[src/rtl/crc_pkg.sv]
// Shared definitions for the serial CRC engine family.
// Holds the controller state encoding and the named generator polynomials.
// The single-step LFSR cell and any future parallel engine use the same
// constants, so a polynomial is spelled out in exactly one place.
package crc_pkg;

   // Controller states of the serial engine.
   //    IDLE  : waiting for a word (or a clear request)
   //    SHIFT : feeding the captured word through the LFSR, one bit per clock
   //    DONE  : presenting the finished CRC until the consumer takes it
   typedef enum logic [1:0] {
      IDLE  = 2'd0,
      SHIFT = 2'd1,
      DONE  = 2'd2
   } crcState_t;

   // Named generator polynomials, written without the implicit top bit.
   localparam logic [7:0]  CRC8_POLY        = 8'h07;
   localparam logic [15:0] CRC16_CCITT_POLY = 16'h1021;
   localparam logic [31:0] CRC32_POLY       = 32'h04C11DB7;

   // Width of a counter that has to reach (width - 1).
   // A one-bit word still gets a one-bit counter so that no
   // zero-width vector is ever declared.
   function automatic int counterWidth(input int width);
      return (width > 1) ? $clog2(width) : 1;
   endfunction

endpackage

[src/rtl/crc_serial_engine_lfsr_step.sv]
// One bit-step of a non-reflected CRC LFSR.
// Pure combinational cell: the incoming message bit is XORed with the
// register MSB, and the result decides whether the polynomial is folded
// into the left-shifted register. A parallel engine can chain several of
// these cells back to back.
module lfsr_step #(
   parameter int               CRC_W = 8,
   parameter logic [CRC_W-1:0] POLY  = CRC_W'(8'h07)
) (
   input  logic [CRC_W-1:0] crc_i,
   input  logic             din_i,
   output logic [CRC_W-1:0] crc_o
);

   logic feedback;

   // The feedback bit is the XOR of the outgoing register MSB and the
   // message bit entering at the same time. When it is set, the polynomial
   // is XORed into the shifted register; otherwise the register just
   // shifts left with a zero fill. Only XOR and shift are used, so there
   // are no carries and nothing grows past CRC_W bits.
   always_comb begin
      feedback = crc_i[CRC_W-1] ^ din_i;
      crc_o    = {crc_i[CRC_W-2:0], 1'b0} ^ (feedback ? POLY : '0);
   end

endmodule

[src/rtl/crc_serial_engine.sv]
// Bit-serial CRC engine with a programmable polynomial.
// Words arrive over a valid/ready handshake and are shifted MSB-first
// through the LFSR, one bit per clock. After the word flagged "last", the
// finished CRC is presented on a held output handshake. The register
// carries over from word to word until the last word of a message, so
// multi-word frames need no special handling by the source.
module crc_serial_engine
   import crc_pkg::*;
#(
   parameter int               CRC_W   = 8,
   parameter int               DATA_W  = 8,
   parameter logic [CRC_W-1:0] POLY    = CRC_W'(CRC8_POLY),
   parameter logic [CRC_W-1:0] INIT    = '0,
   parameter logic [CRC_W-1:0] XOR_OUT = '0
) (
   input  logic              clk,
   input  logic              rst,
   input  logic [DATA_W-1:0] in_data,
   input  logic              in_valid,
   input  logic              in_last,
   output logic              in_ready,
   input  logic              clr,
   output logic [CRC_W-1:0]  crc_out,
   output logic              crc_valid,
   input  logic              crc_ready,
   output logic              busy
);

   // The bit counter counts down from DATA_W-1 to 0, so a SHIFT pass
   // lasts exactly DATA_W cycles.
   localparam int              CNT_W    = counterWidth(DATA_W);
   localparam logic [CNT_W-1:0] LAST_BIT = CNT_W'(DATA_W - 1);

   crcState_t         state_q,    state_d;
   logic [CRC_W-1:0]  crcReg_q,   crcReg_d;
   logic [DATA_W-1:0] shiftReg_q, shiftReg_d;
   logic [CNT_W-1:0]  bitCnt_q,   bitCnt_d;
   logic              lastFlag_q, lastFlag_d;

   // Register value after feeding the current message MSB through the LFSR.
   logic [CRC_W-1:0]  stepCrc;

   // A single LFSR cell: the serial engine consumes one message bit per
   // clock, always the top bit of the captured word.
   lfsr_step #(
      .CRC_W (CRC_W),
      .POLY  (POLY)
   ) u_lfsr_step (
      .crc_i (crcReg_q),
      .din_i (shiftReg_q[DATA_W-1]),
      .crc_o (stepCrc)
   );

   // State and datapath registers. Reset wins over everything, including
   // a message that is half way through SHIFT or waiting in DONE; any
   // partial message is simply dropped and the CRC register is reloaded
   // with the start value.
   always_ff @(posedge clk) begin
      if (rst) begin
         state_q    <= IDLE;
         crcReg_q   <= INIT;
         shiftReg_q <= '0;
         bitCnt_q   <= '0;
         lastFlag_q <= 1'b0;
      end else begin
         state_q    <= state_d;
         crcReg_q   <= crcReg_d;
         shiftReg_q <= shiftReg_d;
         bitCnt_q   <= bitCnt_d;
         lastFlag_q <= lastFlag_d;
      end
   end

   // Next-state and datapath control.
   // IDLE: a clear request has priority over an offered word and blocks
   //    the handshake for that cycle, so a clear between two words aborts
   //    the message cleanly. Otherwise an offered word is captured along
   //    with its "last" flag.
   // SHIFT: one LFSR step per cycle, MSB first. When the final bit goes
   //    in, either wait for the consumer (last word) or go back to IDLE
   //    with the register intact so the next word continues the message.
   // DONE: hold everything until the consumer takes the CRC, then reload
   //    the start value. IDLE is entered on that edge, so the next word is
   //    accepted one cycle later at the earliest.
   always_comb begin
      state_d    = state_q;
      crcReg_d   = crcReg_q;
      shiftReg_d = shiftReg_q;
      bitCnt_d   = bitCnt_q;
      lastFlag_d = lastFlag_q;

      unique case (state_q)
         IDLE: begin
            if (clr) begin
               crcReg_d = INIT;
            end else if (in_valid) begin
               shiftReg_d = in_data;
               lastFlag_d = in_last;
               bitCnt_d   = LAST_BIT;
               state_d    = SHIFT;
            end
         end

         SHIFT: begin
            crcReg_d   = stepCrc;
            shiftReg_d = shiftReg_q << 1;
            if (bitCnt_q == '0) begin
               state_d = lastFlag_q ? DONE : IDLE;
            end else begin
               bitCnt_d = bitCnt_q - CNT_W'(1);
            end
         end

         DONE: begin
            if (crc_ready) begin
               crcReg_d = INIT;
               state_d  = IDLE;
            end
         end

         default: begin
            state_d = IDLE;
         end
      endcase
   end

   // Handshake and status outputs, decoded straight from the state.
   // in_ready drops while a clear is requested because no word is taken in
   // that cycle. busy covers both SHIFT and DONE.
   always_comb begin
      in_ready  = 1'b0;
      crc_valid = 1'b0;
      busy      = 1'b0;

      unique case (state_q)
         IDLE:    in_ready  = ~clr;
         SHIFT:   busy      = 1'b1;
         DONE: begin
            crc_valid = 1'b1;
            busy      = 1'b1;
         end
         default: begin
            in_ready  = 1'b0;
         end
      endcase
   end

   // The output CRC is a pure function of the register in every state.
   // The register is frozen in DONE, so the value is stable for as long as
   // crc_valid is held, but it only means something while crc_valid is high.
   always_comb begin
      crc_out = crcReg_q ^ XOR_OUT;
   end

endmodule

[config.mk]
export PLATFORM = sky130hd
export DESIGN_NAME = crc_serial_engine
export DESIGN_NICKNAME = d
export VERILOG_FILES = /design/src/rtl/crc_pkg.sv /design/src/rtl/crc_serial_engine_lfsr_step.sv /design/src/rtl/crc_serial_engine.sv
export SDC_FILE = /design/constraint.sdc
export NUM_CORES = 1
export LEC_CHECK = 0
export CELL_PAD_IN_SITES_DETAIL_PLACEMENT = 1
export CELL_PAD_IN_SITES_GLOBAL_PLACEMENT = 1
export CORE_MARGIN = 8
export CORE_UTILIZATION = 36
export CTS_CLUSTER_SIZE = 8
export DETAILED_ROUTE_END_ITERATION = 12
export HOLD_SLACK_MARGIN = 0.15
export PLACE_DENSITY = 0.84
export SLEW_MARGIN = 30
export SYNTH_ARGS = -nofsm -noshare
export SYNTH_HDL_FRONTEND = slang
export SYNTH_SLANG_ARGS = --single-unit
[constraint.sdc]
create_clock -name clk -period 2 [get_ports clk]
set_input_delay 0.6 -clock clk [delete_from_list [all_inputs] [get_ports clk]]
set_output_delay 0.6 -clock clk [all_outputs]
set_load 0.03 [all_outputs]
# ---- Yosys cells after proc, flatten, opt, wreduce, memory -nomap -nowiden
# Index checks and enable logic that the tools add are counted.
dict set report totals {
  out_inout_bits 11
  elab_cells 47
  inputBits 14
  ff_bits 22
}
dict set report classes {
  eq_ne 8
  n_reduce_logical 10
  addsub 1
  bitwise_logic 3
  muxes 20
}
# cell n
set ops {}
lappend ops {{$mux W8} 4}
lappend ops {{$pmux W8 S3} 1}
lappend ops {{$pmux W8 S2} 1}
lappend ops {{$mux W3} 4}
lappend ops {{$ne A2 B2 Y1 const B} 6}
lappend ops {{$mux W2} 5}
lappend ops {{$reduce_and A3 Y1} 3}
lappend ops {{$reduce_and A4 Y1} 2}
lappend ops {{$xor A8 B8 Y8} 1}
lappend ops {{$pmux W2 S3} 1}
lappend ops {{$pmux W3 S2} 1}
lappend ops {{$logic_not A3 Y1} 1}
lappend ops {{$mux W1} 3}
lappend ops {{$reduce_bool A3 Y1} 1}
lappend ops {{$sub A3 B1 Y3 const B} 1}
lappend ops {{$eq A2 B1 Y1 const B} 1}
lappend ops {{$eq A2 B2 Y1 const B} 1}
lappend ops {{$logic_not A2 Y1} 1}
lappend ops {{$reduce_bool A2 Y1} 1}
lappend ops {{$reduce_or A2 Y1} 1}
lappend ops {{$not A1 Y1} 1}
lappend ops {{$xor A1 B1 Y1} 1}

# ---- Depth between registers and ports, before layout
# Gate-level depths: netlist (run 1).
dict set report depth {
  word_depth 4
  mapped_depth 9
  depth_no_buf 7
}

# ---- Modules after synthesis
# From an unflattened synthesis (run 1), not the netlist that was laid out.
dict set report hier_totals {
  cells_unflattened 129
  hier_area_um2 1318.8
}
# mod cells_each area_per_inst_um2 seq_area_each_um2 n_inst
set by_module_without_submodules {}
lappend by_module_without_submodules {crc_serial_engine 120 1217.4 440.4 1}
lappend by_module_without_submodules {lfsr_step 9 101.3 0.0 1}

# ---- Worst setup path before layout (run 1)
# OpenSTA, ideal clock, no wires.
dict set report synth_path {
  path_type {reg2reg}
  from {register state_q[0]}
  to {register crcReg_q[0], in the netlist crc_out[0]}
  period_less_slack_ps 1925
  path_stages_with_launch 8
  t_arrival_ps 1857
  path_slack_ps 75
  setup_time_ps 67
  required_ps 1933
  n_path_buf 1
  cell_sequence {dfxtp_1 > inv_1 > ha_1 > nor2b_1 > or3_1 > buf_6 > or3_4 > a21oi_2}
}
dict set report synth_between {
  elab_chain_cells 3
  elab_cells_between_ends 8
  classes_between {4 x eq/ne; 1 x mux; 3 x reduce/logical}
}
# element line
set synth_rtl {}
lappend synth_rtl {{start: declaration} crc_serial_engine.sv:34} ;# crcState_t state_q, state_d;
lappend synth_rtl {{start signal: assignment} crc_serial_engine.sv:66} ;# state_q <= state_d;
lappend synth_rtl {{$eq A2 B2 Y1 (tied with other cells)} crc_serial_engine.sv:92} ;# unique case (state_q)
lappend synth_rtl {{$ne A2 B2 Y1 (no source line) or $reduce_bool A3 Y1 (tied branches)} n/a}
lappend synth_rtl {{$reduce_and A3 Y1 (no source line)} n/a}
lappend synth_rtl {{end signal: assignment} crc_serial_engine.sv:67} ;# crcReg_q <= crcReg_d;
lappend synth_rtl {{end: declaration} crc_serial_engine.sv:35} ;# logic [CRC_W-1:0] crcReg_q, crcReg_d;
# Parallel ways exist; a longest one is shown, timed or not.
# A chain may end at the register's enable or synchronous reset.

# ---- Worst setup path in the final report (run 1)
dict set report layout_path {
  from {register state_q[0]}
  to {output port crc_valid}
}
dict set report layout_between {
  elab_chain_cells 2
}
# element line
set layout_rtl {}
lappend layout_rtl {{$eq A2 B2 Y1} crc_serial_engine.sv:135} ;# unique case (state_q)
lappend layout_rtl {{$mux W1} crc_serial_engine.sv:135}
lappend layout_rtl {{end: declaration} crc_serial_engine.sv:24} ;# output logic crc_valid,
# Every way passes these cells.

==> flow_summary_export.csv, run 1 <==
group,metric,value,unit
sta,timing.final.ws_setup,76.6,ps
route,vias,952,
synth,synth_area,1070,µm²
synth,synthTopCellsByArea,"dfxtp_1 41%, mux2i_1 8.4%, ha_1 8.2%",
route,wl,2.67,mm
worst_setup_path,reg2reg_from,"state_q[1]$_SDFFE_PP0P_",
placement,dp_cells,176,
floorplan,die_h,70.5,µm
synth,yosysWarnings,0,
final_layout,nFillCells,324,
final_layout,finalInstanceArea,1480,µm²
worst_setup_path,crit_path_end_kind,"primary output",
clock_tree,htreeDepth,1,
worst_setup_path,crit_start,"state_q[0]$_SDFFE_PP0P_",
synth,syn_avg_cell_area,8.98,µm²
final_layout,syn_to_final_growth,38.2,%
final_layout,num-nets-final,172,
floorplan,dieArea,4970,µm²
synth,synthFlopType,"dfxtp_1",
sta,relSlewSlack,0.700,
worst_setup_path,cp.required,1400,ps
grt,grt_pass1_wl,4.74,mm
synth,synth_edf_count,0,
synth,async_flop_share,0,
sta,rsz0062_at_grt,"no",
power,power_density,841,nW/µm²
sta,period_share,0.962,
grt,grt_max_degree,23,
final_layout,drive_gt1_frac,0.160,
grt,grt_antenna_before_repair,0,
clock_tree,cts_buffers,3,
synth,syn_inst,119,
clock_tree,cts_root_buffer,"clkbuf_4",
sta,max_freq,520,MHz
clock_tree,clkTransAtPathRegs,110,ps
worst_hold_path,holdCritPathClass,"flop to flop",
placement,placedInstanceArea,1390,µm²
grt,gr-total-overflow,0,
synth,synth-seq-cells,22,
route,firstDrtPassIters,4,
final_layout,n_antenna_cell,0,
floorplan,rows,19,
grt,grt_use_total,0.114,
floorplan,die_w,70.5,µm
worst_setup_path,cp_data_arrival_time,1320,ps
clock_tree,clock_path_buffers,2,
synth,synth_fp_nets,140,
synth,synth.top_cell.area_share,0.412,
sta,maxSlewViolCount,0,
clock_tree,clk_latency,320,ps
clock_tree,clkSinkCount,22,
status,status,"finished clean",
clock_tree,cts_hold_buf,0,
synth,yosysSeqAreaShare,0.412,
sta,setup_viol,0,
sta,finalCriticalPeriod,1920,ps
synth,yosysUniqueCellTypes,25,
final_layout,final_cell_count_no_fill,181,
worst_setup_path,critPathLaunchType,"flop",
sta,fin_tns_setup,0,ps
power,total_power,1.24,mW
route,route.detailed.drc,0,
route,viasPerCell,5.26,
route,wire_per_inst,14.7,µm
synth,yosysMostFrequentCell,"dfxtp_1",
power,p_leak,0.656,nW
route,initialDrtViolationCount,33,
placement,dp_worst_setup_slack,-145,ps
route,ant_nets,0,
synth,synth_top_cells_by_count,"22 x dfxtp_1, 11 x a21oi_1, 11 x nor2_1, 10 x a211oi_1",
floorplan,io-pin-count,25,
worst_setup_path,cp_max_fo,4,
synth,synth.largest_area_cell,"dfxtp_1",
clock_tree,cts_tree,"yes",
worst_hold_path,worstHoldStart,"lastFlag_q$_SDFFE_PP0P_",
job,cap_violations,0,
sta,final-hold-violation-count,0,
grt,grt_pass1_vias,1023,
placement,port_buffers,24,
floorplan,core,2780,µm²
floorplan,start_util,0.384,
worst_setup_path,crit_type,"flop to primary output",
power,vdd_drop_max,0.000821,V
sta,skew,21.1,ps
placement,dp_hpwl,2.06,mm
sta,worst_pin_slew,447,ps
placement,gp_routability_congestion,0.793,
-- per-layer routing --
metal | up-vias | part of all wire | track usage
met5 | - | 0 | 0
met2 | 19 | 0.51 | 0.198
met1 | 453 | 0.42 | 0.121
li1 | 473 | - | -
met4 | 0 | 0.014 | 0.0402
met3 | 7 | 0.054 | 0.0466
-- kinds of logic (layout without fill, tap and decap cells) --
| group | count (synthesis) | count (layout) | synth area share |
|---|---|---|---|
| and+or+nand+nor | 40 | 40 | 0.191 |
| AOI/OAI and AO/OA | 24 | 24 | 0.146 |
| muxes | 9 | 9 | 0.0843 |
| buffers and inverters | 14 | 45 | 0.0597 |
| xor gates and xnor gates | 3 | 3 | 0.0246 |
| DFF | 22 | 22 | 0.412 |
| adders and majority gates | 7 | 7 | 0.0820 |
-- power by group --
group	switching [mW]	total (mW)	internal (mW)
sequential	0.0282	0.510	0.481
clock	0.137	0.340	0.203
combinational	0.203	0.393	0.190
total	0.368	1.24	0.874
-- timing repair --
item	4_1_cts	5_1_grt
buffers inserted	0	1
endpoints found under the setup margin	6	6
pin swaps	0	1
gates cloned	0	0
resized for setup	12	9
-- critical path, stage by stage, from the launching register on --
cell and delay (ps):
dfxtp_4 380, inv_4 70, ha_1 170, dlygate4sd2_1 410
-- registers in the layout, indices dropped and copies added, names as in the netlist --
name / flops
crc_out: 8
shiftReg_q: 8
bitCnt_q: 3
state_q: 2
lastFlag_q: 1
-- cell usage in the layout, fill, tap and decap left out, drive strengths merged, types with 2 or more instances in the layout --
cell type / instances
xnor2: 3
ha: 7
clkbuf: 3
or3: 2
inv: 7
nand2b: 3
buf: 12
nand2: 9
nand3: 9
a21oi: 12
nor2: 11
nor2b: 2
mux2i: 9
dlygate4sd2: 6
a211oi: 10
dlymetal6s2s: 4
clkdlybuf4s50: 12
dfxtp: 22
-- final timing paths --
| path | end | slack (ps) | depth (start not counted) |
|---|---|---|---|
| min | state_q[1]$_SDFFE_PP0P_ | 470 | 2 |
| max reg2reg | bitCnt_q[0]$_SDFFE_PP0P_ | 230 | 6 |
| min reg2reg | state_q[1]$_SDFFE_PP0P_ | 470 | 2 |
| max | crc_valid | 80 | 3 |
-- through the flow --
| step | util | hold WS [ps] |
|---|---|---|
| 4_1_cts | 0.520 | 481 |
| 3_3_place_gp | 0.498 | 456 |
| 2_1_floorplan | - | 446 |
| 5_1_grt | 0.531 | 507 |
| 6_report | 0.531 | 473 |
| 3_5_place_dp | 0.498 | 470 |
-- layout make-up --
class,instances,area (µm²),area share
Multi-Input combinational cell,83,577,0.391
Timing Repair Buffer,34,329,0.223
Clock inverter,1,30.0,0.0203
Tap cell,31,38.8,0.0263
Clock buffer,3,22.5,0.0153
Sequential cell,22,448,0.303
Inverter,7,31.3,0.0212
Note: power is estimated with default switching activity, not from simulation.
==> run 2: changes to the inputs <==
REMOVE_ABC_BUFFERS = 1   (was not set)
SETUP_SLACK_MARGIN = 0.15   (was not set)
==> flow_summary_export.csv, run 2 (synthesis gave the netlist of run 1 again) <==
group,metric,value,unit
power,switching_share,0.330,
grt,grt_pass1_wl,4.90,mm
floorplan,start_util,0.384,
final_layout,layout_commonest_cell,"dfxtp_1",
worst_setup_path,crit_path_end_kind,"primary output",
grt,gr-total-overflow,0,
placement,placedInstanceArea,1390,µm²
power,power_density,808,nW/µm²
clock_tree,cts_buffers,3,
final_layout,final_util,0.530,
route,highest_layer,"met4",
route,ant_nets,0,
clock_tree,clkSinkCount,22,
job,cap_violations,0,
final_layout,syn_to_final_growth,37.9,%
final_layout,mostFrequentLayoutCells,"20 x dfxtp_1, 15 x buf_4, 12 x clkdlybuf4s50_1, 11 x nor2_1, 11 x a21oi_1",
final_layout,multiInputGateArea,583,µm²
worst_hold_path,holdCritPathClass,"flop to flop",
route,wl,2.94,mm
grt,grt_pass1_vias,1050,
clock_tree,cts_tree,"yes",
sta,maxSlewViolCount,0,
floorplan,die_w,70.5,µm
floorplan,die_h,70.5,µm
clock_tree,htreeDepth,1,
route,vias,961,
route,initialDrtViolationCount,45,
sta,fin_tns_setup,0,ps
worst_hold_path,min_path_cells,2,
power,seq_power_share,0.425,
worst_hold_path,whs_endpoint,"crc_out[2]$_SDFFE_PP0P_",
floorplan,rows,19,
clock_tree,cts_root_buffer,"clkbuf_4",
floorplan,io-pin-count,25,
grt,grt_max_degree,23,
grt,grt_antenna_before_repair,0,
route,wire_per_inst,15.8,µm
route,viasPerCell,5.17,
worst_setup_path,critPathLaunchType,"flop",
sta,rsz0062_at_grt,"yes",
sta,skew,6.15,ps
sta,max_freq,532,MHz
clock_tree,clock_path_buffers,2,
worst_setup_path,cp_cell_sequence,"inv_4, ha_1, clkdlybuf4s15_1",
worst_setup_path,r2r_end,"bitCnt_q[1]$_SDFFE_PP0P_",
placement,dp_hpwl,2.10,mm
final_layout,n_antenna_cell,0,
sta,final-hold-violation-count,0,
power,pwr-share-comb,0.365,
sta,setup_viol,0,
sta,finalCriticalPeriod,1880,ps
power,intPower,0.798,mW
worst_setup_path,r2r_slack,230,ps
worst_setup_path,reg2reg_from,"state_q[1]$_SDFFE_PP0P_",
grt,grt_use_total,0.122,
sta,relSlewSlack,0.712,
status,status,"finished clean",
final_layout,seq_area,443,µm²
floorplan,dieArea,4970,µm²
final_layout,num-nets-final,177,
route,wl_met3,110,µm
route,route.met2.wl,1.52,mm
worst_setup_path,cp_data_arrival_time,1280,ps
power,vdd_drop_max,0.000420,V
power,clkPwrFrac,0.210,
placement,port_buffers,24,
worst_setup_path,r2r_cells,8,
floorplan,core,2780,µm²
worst_hold_path,worstHoldStart,"crc_out[2]$_SDFFE_PP0P_",
worst_setup_path,critPathSlowestCell,"dfxtp_2",
route,drt-met1-wl,1.21,mm
sta,period_share,0.940,
sta,worst_pin_slew,429,ps
clock_tree,cts_hold_buf,0,
clock_tree,clk_latency,310,ps
worst_setup_path,cp_max_fo,3,
route,firstDrtPassIters,4,
final_layout,nFillCells,335,
placement,gp_routability_congestion,0.792,
power,p_leak,0.611,nW
route,route.detailed.drc,0,
final_layout,drive_gt1_frac,0.194,
final_layout,finalInstanceArea,1470,µm²
power,power_switching,0.393,mW
worst_setup_path,slowest_delay,380,ps
worst_setup_path,cp.required,1400,ps
worst_setup_path,crit_type,"flop to primary output",
clock_tree,clkTransAtPathRegs,130,ps
[run 2: power groups by stage]
stage / Combinational (mW) / Sequential [mW] / Clock (mW)
floorplan: 0.232 / 0.513 / 0
global placement: 0.364 / 0.513 / 0
detailed placement: 0.392 / 0.516 / 0
CTS: 0.421 / 0.505 / 0.260
global route: 0.476 / 0.511 / 0.270
finish: 0.434 / 0.507 / 0.250
[run 2: final cells by class]
class | instances | area share
multi-input cells | 83 | 0.396
well taps | 31 | 0.0263
repair buffers | 39 | 0.233
flip-flops and latches | 22 | 0.301
clock buffers | 4 | 0.0246
inverters | 7 | 0.0195
[run 2: worst max path at each step]
stage                            startpoint                 endpoint
finish              state_q[0]$_SDFFE_PP0P_                crc_valid
detailed placement                      clr  state_q[0]$_SDFFE_PP0P_
floorplan           state_q[0]$_SDFFE_PP0P_  crc_out[0]$_SDFFE_PP0P_
global route        state_q[1]$_SDFFE_PP0P_                 in_ready
global placement                        clr  crc_out[0]$_SDFFE_PP0P_
CTS                 state_q[0]$_SDFFE_PP0P_                crc_valid
[run 2: what timing repair did]
action                     in CTS  in global routing
pin swaps                       1                  1
setup endpoints to repair      11                  4
buffers inserted                4                  0
hold endpoints to repair        0                  0
gates resized for setup        18                  3
[run 2: critical path: cells and delay by family, from the launching register on]
| family | cells | cell delay, ps |
|---|---|---|
| flops | 1 | 380 |
| fa+ha+maj | 1 | 200 |
| buf+inv | 2 | 390 |
[run 2: metrics by stage]
step	setup WS (ps)	hold slack, ps	power [mW]	std cells
6_report	119	481	1.19	186
5_1_grt	71.8	509	1.26	186
4_1_cts	85.8	477	1.19	186
3_5_place_dp	-163	461	0.908	178
3_3_place_gp	-101	454	0.877	178
2_1_floorplan	80.4	440	0.745	112
[run 2: routing by layer]
metal,vias to the layer above,global-route usage
met2,17,0.217
li1,484,-
met1,452,0.121
met3,8,0.0339
met5,-,0
met4,0,0.0804
==> run 3: changes to the inputs <==
ABC_AREA = 1   (was not set)
CORE_UTILIZATION = 34   (was 36)
GPL_ROUTABILITY_DRIVEN = 0   (was not set)
clock period = 1.9 ns   (was 2 ns; I/O delays follow)
==> flow_summary_export.csv, run 3 <==
group,metric,value,unit
floorplan,die_w,73.6,µm
synth,synthTopCellsByArea,"dfxtp_1 39%, nand2_1 18%, nor2_1 8.0%",
grt,grt_pass1_wl,5.82,mm
worst_setup_path,cp_cell_sequence,"inv_4, ha_4, nand2_4, buf_6, buf_6, buf_6, buf_6, buf_6, nand3_4, nor2_4, nand2_2, a21oi_2",
floorplan,rows,21,
power,intPower,1.20,mW
worst_setup_path,crit_path_frequent_cell,"buf_6",
power,clkPwrFrac,0.126,
worst_setup_path,cp_max_fo,8,
worst_setup_path,reg2reg_from,"state_q[1]$_SDFFE_PP0P_",
job,cap_violations,0,
floorplan,core,3260,µm²
synth,synthFlopType,"dfxtp_1",
sta,final-hold-violation-count,0,
worst_setup_path,path_buf_inv,6,
power,seq_power_share,0.305,
sta,period_share,0.930,
sta,maxSlewViolCount,0,
worst_setup_path,critPathSlowestCell,"dfxtp_4",
synth,synth.largest_area_cell,"dfxtp_1",
worst_setup_path,crit_type,"flop to flop",
synth,syn_inst,165,
synth,synth-seq-cells,22,
floorplan,io-pin-count,25,
clock_tree,clkTransAtPathRegs,140,ps
floorplan,die_h,73.6,µm
clock_tree,cts_buffers,3,
clock_tree,htreeDepth,1,
sta,rsz0062_at_grt,"yes",
grt,gr-total-overflow,0,
synth,synth.top_cell.area_share,0.391,
floorplan,dieArea,5410,µm²
power,vdd_drop_max,0.000661,V
power,power_density,1350,nW/µm²
final_layout,layout_commonest_cell,"nand2_1",
worst_setup_path,path_delay_family,"simple AND/OR/NAND/NOR gates",
worst_setup_path,cp_data_arrival_time,2030,ps
sta,setup_viol,0,
worst_hold_path,holdCritPathClass,"flop to flop",
grt,grt_antenna_before_repair,0,
route,vias,1181,
status,status,"finished clean",
synth,yosysUniqueCellTypes,20,
final_layout,drive_gt1_frac,0.251,
worst_setup_path,crit_path_end_kind,"flop",
sta,worst_pin_slew,360,ps
final_layout,mostFrequentLayoutCells,"48 x nand2_1, 24 x nor2_1, 20 x dfxtp_1, 12 x inv_1, 12 x clkdlybuf4s50_1",
synth,yosysSeqAreaShare,0.391,
sta,relSlewSlack,0.760,
worst_hold_path,worstHoldStart,"shiftReg_q[0]$_SDFFE_PP0P_",
placement,dp_hpwl,2.40,mm
synth,syn_avg_cell_area,6.83,µm²
grt,grt_pass1_vias,1318,
synth,synth_area,1130,µm²
grt,grt_use_total,0.138,
placement,port_buffers,24,
placement,placedInstanceArea,1440,µm²
route,wire_per_inst,14.8,µm
worst_setup_path,crit_start,"state_q[1]$_SDFFE_PP0P_",
sta,finalCriticalPeriod,1770,ps
clock_tree,cts_tree,"yes",
power,total_power,2.17,mW
power,power_switching,0.970,mW
sta,skew,8.71,ps
sta,timing.final.ws_setup,132,ps
sta,hold_ws,484,ps
route,route.detailed.drc,0,
power,p_leak,0.737,nW
route,wl,3.69,mm
grt,grt_max_degree,13,
final_layout,syn_to_final_growth,42.3,%
synth,synth_top_cells_by_count,"53 x nand2_1, 24 x nor2_1, 22 x dfxtp_1, 15 x inv_1, 11 x a21oi_1",
synth,async_flop_share,0,
route,firstDrtPassIters,4,
floorplan,start_util,0.346,
power,pwr-share-comb,0.570,
sta,max_freq,566,MHz
clock_tree,cts_root_buffer,"clkbuf_4",
clock_tree,clk_latency,320,ps
synth,yosysWarnings,0,
synth,synth_edf_count,0,
clock_tree,clkSinkCount,22,
placement,dp_worst_setup_slack,-62.7,ps
route,viasPerCell,4.74,
worst_setup_path,critPathLaunchType,"flop",
route,ant_nets,0,
synth,yosysMostFrequentCell,"nand2_1",
clock_tree,clock_path_buffers,2,
worst_setup_path,slowest_delay,400,ps
power,switching_share,0.447,
final_layout,finalInstanceArea,1600,µm²
final_layout,num-nets-final,225,
worst_setup_path,cp.required,2160,ps
final_layout,n_antenna_cell,0,
route,initialDrtViolationCount,56,
## run 3: changes by cell type after synthesis, moves of 2 or more
cell	before	now
a211oi_1	10	0
clkbuf_1	3	1
inv_1	7	15
inv_2	0	3
mux2i_1	9	0
nand2_1	9	53
nand2_2	0	3
nand2b_1	3	0
nand3_1	9	7
nand4_1	0	3
nor2_1	11	24
o21ai_0	0	7
xnor2_1	3	0
## run 3: cells by family after synthesis
| kind of cell | count (synthesis) | share of synthesized area |
|---|---|---|
| compound gates | 21 | 0.0988 |
| fa+ha+maj | 7 | 0.0777 |
| buf+inv | 22 | 0.0821 |
| flops | 22 | 0.391 |
| simple gates | 93 | 0.351 |
## run 3: stage by stage
stage	util	TNS, ps	instances
global route	0.492	0	249
finish	0.492	0	249
floorplan	-	0	161
global placement	0.441	-9.71	237
detailed placement	0.441	-62.7	237
CTS	0.472	0	248
## run 3: power by group through the flow
stage	clock, mW	sequential (mW)	combinational, mW
floorplan	0	0.649	0.667
global placement	0	0.651	0.923
detailed placement	0	0.659	0.997
CTS	0.277	0.656	1.12
global route	0.299	0.672	1.37
finish	0.273	0.662	1.24
## run 3: metal layers
layer / vias up / global-route usage / wire (µm) / share of wire
met2: 20 / 0.274 / 2070 / 0.56
met1: 568 / 0.134 / 1450 / 0.39
met3: 2 / 0.0450 / 161 / 0.044
met4: 0 / 0.0244 / 10 / 0.0027
met5: - / 0 / 0 / 0
li1: 591 / - / - / -
## run 3: path summary, 6_finish.rpt
path	endpoint	slack [ps]	depth (start not counted)
setup / recovery	crc_out[6]$_SDFFE_PP0P_	130	12
hold / removal	shiftReg_q[0]$_SDFFE_PP0P_	480	2
setup reg to reg	crc_out[6]$_SDFFE_PP0P_	130	12
hold reg to reg	shiftReg_q[0]$_SDFFE_PP0P_	480	2
## run 3: what timing repair did
action | CTS | global route
buffers inserted | 7 | 1
cloned | 0 | 0
hold buffers | 0 | 0
endpoints found under the setup margin | 11 | 16
pin swaps | 0 | 7
resized for setup | 19 | 30
## run 3: layout make-up
class	count	area [µm²]
clock buffers	4	36.3
fillers	437	1650
inverters	18	75.1
multi-input cells	121	647
flip-flops and latches	22	445
well taps	46	57.6
repair buffers	38	343
## run 3: tightest hold or removal path, stage by stage, from the launching register on
cell     delay, ps
dfxtp_1        330
nand2_1         60
a21oi_1         60
